===== src/rtl/gpioemu_mul_core.sv =====
// Sequential shift-and-add multiplier behind the gpioemu register file: one multiplier bit per clock.
// Optional macro GPIOEMU_MUL_EARLY_EXIT_EN ends CALC once the remaining multiplier bits are all zero.
module gpioemu_mul_core #(
   parameter int WIDTH     = 24,
   parameter int RES_WIDTH = 32
) (
   input  logic                 clk,
   input  logic                 n_reset,
   input  logic                 start,
   input  logic [WIDTH-1:0]     op_a,
   input  logic [WIDTH-1:0]     op_b,
   output logic                 busy,
   output logic                 done,
   output logic [RES_WIDTH-1:0] result,
   output logic                 overflow,
   output logic [31:0]          op_count
);

   localparam int PW = 2 * WIDTH;
   localparam int IW = (WIDTH > 1) ? $clog2(WIDTH) : 1;
   localparam logic [IW-1:0] LAST_ITER = IW'(WIDTH - 1);

   typedef enum logic {
      S_IDLE,
      S_CALC
   } state_t;

   state_t                r_state;
   state_t                w_state_next;
   logic [PW-1:0]         r_acc;
   logic [PW-1:0]         r_mcand;
   logic [WIDTH-1:0]      r_mplier;
   logic [IW-1:0]         r_iter;
   logic                  r_done;
   logic [RES_WIDTH-1:0]  r_result;
   logic                  r_overflow;
   logic [31:0]           r_op_count;

   logic [PW-1:0]         w_acc_sum;
   logic [WIDTH-1:0]      w_mplier_shr;
   logic                  w_last;
   logic                  w_finish;
   logic                  w_load;
   logic                  w_overflow;

   assign w_acc_sum    = r_mplier[0] ? (r_acc + r_mcand) : r_acc;
   assign w_mplier_shr = r_mplier >> 1;

`ifdef GPIOEMU_MUL_EARLY_EXIT_EN
   // Remaining multiplier bits all zero: further iterations cannot change acc.
   assign w_last = (r_iter == LAST_ITER) || (w_mplier_shr == '0);
`else
   assign w_last = (r_iter == LAST_ITER);
`endif

   assign w_finish = (r_state == S_CALC) && w_last;
   assign w_load   = (r_state == S_IDLE) && start;

   generate
      if (RES_WIDTH == PW) begin : g_no_ovf
         assign w_overflow = 1'b0;
      end else begin : g_ovf
         assign w_overflow = |w_acc_sum[PW-1:RES_WIDTH];
      end
   endgenerate

   always_comb begin
      w_state_next = r_state;
      case (r_state)
         S_IDLE:  if (start)  w_state_next = S_CALC;
         S_CALC:  if (w_last) w_state_next = S_IDLE;
         default: w_state_next = S_IDLE;
      endcase
   end

   always_ff @(posedge clk or negedge n_reset) begin
      if (!n_reset) begin
         r_state <= S_IDLE;
      end else begin
         r_state <= w_state_next;
      end
   end

   always_ff @(posedge clk or negedge n_reset) begin
      if (!n_reset) begin
         r_acc      <= '0;
         r_mcand    <= '0;
         r_mplier   <= '0;
         r_iter     <= '0;
         r_done     <= 1'b0;
         r_result   <= '0;
         r_overflow <= 1'b0;
         r_op_count <= '0;
      end else begin
         r_done <= w_finish;
         if (w_load) begin
            r_acc    <= '0;
            r_mcand  <= {{WIDTH{1'b0}}, op_a};
            r_mplier <= op_b;
            r_iter   <= '0;
         end else if (r_state == S_CALC) begin
            r_acc    <= w_acc_sum;
            r_mcand  <= r_mcand << 1;
            r_mplier <= w_mplier_shr;
            r_iter   <= r_iter + 1'b1;
         end
         // Published outputs hold until the next finish edge; start never clears them.
         if (w_finish) begin
            r_result   <= w_acc_sum[RES_WIDTH-1:0];
            r_overflow <= w_overflow;
            r_op_count <= r_op_count + 32'd1;
         end
      end
   end

   assign busy     = (r_state == S_CALC);
   assign done     = r_done;
   assign result   = r_result;
   assign overflow = r_overflow;
   assign op_count = r_op_count;

endmodule


===== config.mk =====
export PLATFORM = sky130hd
export DESIGN_NAME = gpioemu_mul_core
export DESIGN_NICKNAME = d
export VERILOG_FILES = /design/src/rtl/gpioemu_mul_core.sv
export SDC_FILE = /design/constraint.sdc
export NUM_CORES = 1
export LEC_CHECK = 0
export ABC_AREA = 1
export CAP_MARGIN = 30
export CORE_UTILIZATION = 53
export DETAILED_ROUTE_END_ITERATION = 8
export PLACE_DENSITY = 0.78
export SLEW_MARGIN = 5
export SYNTH_ARGS = -nofsm -noshare
export SYNTH_HDL_FRONTEND = slang
export SYNTH_SLANG_ARGS = --single-unit

===== constraint.sdc =====
create_clock -name clk -period 2.3 [get_ports clk]
set_clock_uncertainty 0.2 [all_clocks]
set_input_delay 0.23 -clock clk [delete_from_list [all_inputs] [get_ports clk]]
set_output_delay 0.23 -clock clk [all_outputs]
set_load 0.01 [all_outputs]

==> metrics.json <==
{
  "routing": {
    "route.detailed.drc": 0,
    "routed_wire_length_per_instance_um": 21.72,
    "final_antenna_net_count": 0,
    "drt_iter0_drc": 1451,
    "detailroute.via_count": 14340,
    "firstDrtPassIters": 6,
    "finalWirelength_um": 51390,
    "detail_route.vias_per_cell": 6.062
  },
  "final_layout": {
    "stdcell_area_sq_um": 18640,
    "drive_above_1_share_pct": 34.96,
    "multiInputGateArea_sq_um": 7980,
    "seqCellArea_sq_um": 4805,
    "area.growth.synth_to_final_pct": 55.40,
    "filler_cell_count": 1163,
    "number_of_nets_in_the_layout": 2173
  },
  "critical_path": {
    "arrival_ns": 3.11,
    "critical-path-max-stage-delay_ns": 0.46,
    "slowest_stage": "dfrtp_1",
    "critical_path_class": "reg -> reg",
    "reg2reg_setup_slack_ns": -0.70,
    "worst_ep_required_time_ns": 2.42,
    "critical_path.endpoint_type": "register",
    "crit_chain": "ha_4 > buf_4 > nand2_2 > nand2_1 > nand2_1 > nand2_1 > a21oi_2 > nand3_4 > buf_6 > buf_6 > buf_6 > xor2_2 > o21ai_2 > o22ai_1",
    "worst-r2r-cell-count": 14,
    "worst_setup_start_kind": "register",
    "r2r_start": "r_acc[21]$_DFFE_PN0P_",
    "regToRegEndpoint": "r_acc[24]$_DFFE_PN0P_",
    "largest_fanout_on_the_critical_path": 3
  },
  "synthesis": {
    "synth.cell_area_sq_um": 12000,
    "synth_cells": 1682,
    "ys_warn_count": 0,
    "synth_cell_type_count": 40,
    "ys_seq_elements": 192,
    "synth_fp_nets": 1783,
    "synth.avg_cell_area_sq_um": 7.133,
    "ys_seq_area_share_pct": 40.05
  },
  "clocking": {
    "clock_tree.root_cell": "clkbuf_16",
    "max-clock-path-buffers": 2,
    "clock_transition_time_at_the_flip_flop_clock_pins_of_the_worst_setup_and_hold_paths_ns": 0.09,
    "cts_buffers": 17,
    "clock_sink_count": 192,
    "htree_num_levels": 4,
    "cts_tree": "done",
    "clock_latency_ns": 0.47
  },
  "global_route": {
    "grt_start_max_net_pins": 77,
    "grt_pass1_wl_um": 68390,
    "globalRouteTotalUtil_pct": 37.14,
    "first_global_vias": 13110,
    "grt_antenna_before_repair": 0,
    "gr-total-overflow": 0
  },
  "power": {
    "totalPowerFinal_mw": 32.25,
    "total_switching_power_mw": 15.74,
    "p_clk_share_pct": 10.4,
    "vdd_drop_max_mv": 0.9134,
    "power.static_leakage_nw": 9.344,
    "seqPwrFrac_pct": 17.9,
    "netSwitchingFraction_pct": 48.79,
    "internal-power_mw": 16.52,
    "share_comb_of_total_power_pct": 71.7,
    "power-per-cell-area_nw_per_um2": 1730
  },
  "sta": {
    "worst_slew_pin_slew_ns": 0.7470,
    "timing.slew.headroom_pct": 50.20,
    "grt_setup_unrepaired": "yes",
    "final.min_clock_period_ns": 2.995,
    "final_critical_path_setup_slack_ns": -0.6954,
    "final_max_slew_viol_count": 0,
    "finalHoldViolations": 0,
    "period_share_pct": 130.2,
    "setup_violations": 73,
    "max_freq_ghz": 0.3338
  },
  "outcome": {
    "failing_checks": "negative setup slack",
    "outcome": "complete, but fails checks"
  },
  "placement": {
    "gp_congestion": 0.9698,
    "dpl-instance-area_sq_um": 15020,
    "detailed_place_hpwl_um": 28190,
    "io_buffer_count": 117
  },
  "die": {
    "rows": 54,
    "die_h_um": 152.5,
    "io-pin-count": 118,
    "initial_util_pct": 54.47,
    "core_box_area_sq_um": 22030,
    "die_width_um": 152.5,
    "full_die_area_sq_um": 23240
  },
  "min_path": {
    "holdCritPathClass": "in -> async"
  },
  "job": {
    "drv.max_cap_violation_count": 0
  }
}
registers in the layout (all words and copies together), names as in the netlist:
signal,flops
overflow,1
op_count,32
result,32
done,1
busy,1
r_mcand,48
r_iter,5
r_acc,48
r_mplier,24
per-layer routing:
metal | part of all wire (%) | vias up | wire length (um) | global-route usage, %
li1 | - | 6104 | - | -
met1 | 36 | 6835 | 18500 | 47.67
met2 | 46 | 1064 | 23710 | 62.48
met3 | 11 | 340 | 5659 | 7.110
met4 | 6.9 | 0 | 3524 | 13.80
met5 | 0 | - | 0 | 0
Yosys cell counts:
library cell  count  area, sq um
nand3b_1          7        52.55
nor3_2            2        20.02
nand2_4           1        11.26
and3_1            1        6.260
nand2_1         565         2121
dfrtp_1         192         4805
nor3_1           14        70.07
nor2_2            6        37.54
nor2_1           94        352.8
nor3b_1           1        7.510
buf_6             1        11.26
and2_1            5        31.28
o221ai_1         20        175.2
a21o_1            2        15.01
o21bai_1          6        45.04
nand3_1          76        380.4
o21a_1            2        15.01
ha_1             49        613.1
nand4_2           2        25.02
a22oi_1           4        30.03
o211ai_1         12        90.09
inv_1           297         1115
inv_2             1        3.750
clkbuf_1         43        161.4
nor4_4            2        42.54
a21boi_0          1        7.510
a31oi_1           7        43.79
nor4_1            1        6.260
fa_1              1        20.02
xor2_1           40        350.3
clkinv_1          1        3.750
o21ai_0          77        385.4
nor2_8            1        20.02
or2_2             2        12.51
nand4_1          16        100.1
xnor2_1          20        175.2
a21oi_1          38        190.2
o22ai_1          64        400.4
a22o_1            3        26.28
buf_1             5        18.77
cell families after synthesis:
logic type	after synthesis	share of synthesized area [%]
xor+xnor	60	4.380
buf+inv	348	10.95
flops	192	40.05
compound gates	236	11.87
fa+ha+maj	50	5.277
simple gates	796	27.48
what timing repair did:
action / in CTS / in global routing
pin swaps: 57 / 130
gates resized for setup: 257 / 304
setup endpoints to repair: 72 / 84
hold buffers: 1 / 0
endpoints found under the hold margin: 101 / 0
buffers inserted: 31 / 70
power groups by stage:
stage | combinational, mW | clock, mW | sequential, mW
3_5_place_dp | 14.5 | 0 | 5.36
6_report | 23.1 | 3.35 | 5.76
4_1_cts | 17.3 | 3.29 | 5.59
5_1_grt | 24.3 | 3.43 | 5.84
3_3_place_gp | 14.2 | 0 | 5.30
2_1_floorplan | 7.78 | 0 | 5.36
worst max-delay path, delay by kind of cell (launching register included):
family                     cells  cell delay [ns]
adders and majority gates      1             0.27
xor gates and xnor gates       1             0.15
DFF                            1             0.46
AOI/OAI and AO/OA              3             0.65
and+or+nand+nor                5             0.55
buffers and inverters          4             0.58
cell type report:
| type | instances | area share, % |
|---|---|---|
| repair buffers | 420 | 20.04 |
| clock inverters | 14 | 1.107 |
| flip-flops and latches | 192 | 25.77 |
| inverters | 299 | 6.033 |
| clock buffers | 18 | 2.356 |
| diodes | 1 | 0.01342 |
| well taps | 280 | 1.879 |
| multi-input cells | 1142 | 42.80 |
metrics by stage:
| step | utilization (%) | instances | setup WS [ns] | hold WS (ns) | setup TNS [ns] |
|---|---|---|---|---|---|
| 2_1_floorplan | - | 1682 | -0.03318 | -0.2656 | -0.03318 |
| 3_3_place_gp | 68.18 | 2241 | -0.4936 | 0.02638 | -12.11 |
| 3_5_place_dp | 68.18 | 2241 | -0.5169 | 0.03060 | -15.42 |
| 4_1_cts | 77.28 | 2305 | -0.3702 | 0.1161 | -9.080 |
| 5_1_grt | 84.63 | 2365 | -0.7942 | 0.1455 | -25.43 |
| 6_report | 84.65 | 2366 | -0.6954 | 0.08824 | -20.25 |
placed cells by master (no fill, tap or decap), drive strengths merged, types with 12 or more instances in the layout:
| cell type | instances |
|---|---|
| nand2 | 566 |
| inv | 305 |
| buf | 302 |
| dfrtp | 192 |
| clkdlybuf4s50 | 116 |
| nor2 | 101 |
| o21ai | 77 |
| nand3 | 76 |
| o22ai | 64 |
| ha | 49 |
| xor2 | 40 |
| a21oi | 38 |
| o221ai | 20 |
| xnor2 | 20 |
| clkbuf | 19 |
| nand4 | 18 |
| nor3 | 16 |
| o211ai | 12 |
how the worst max path moves through the flow:
stage	slack [ns]	to	start	cells after the start
CTS	-0.37	overflow$_DFFE_PN0P_	r_mcand[0]$_DFFE_PN0P_	18
global route	-0.79	r_acc[24]$_DFFE_PN0P_	r_acc[21]$_DFFE_PN0P_	14
floorplan	-0.03	overflow$_DFFE_PN0P_	r_acc[0]$_DFFE_PN0P_	18
detailed placement	-0.52	overflow$_DFFE_PN0P_	r_acc[0]$_DFFE_PN0P_	18
global placement	-0.49	overflow$_DFFE_PN0P_	r_mcand[14]$_DFFE_PN0P_	16
finish	-0.70	r_acc[24]$_DFFE_PN0P_	r_acc[21]$_DFFE_PN0P_	14
Power figures use the tool's default switching activity.
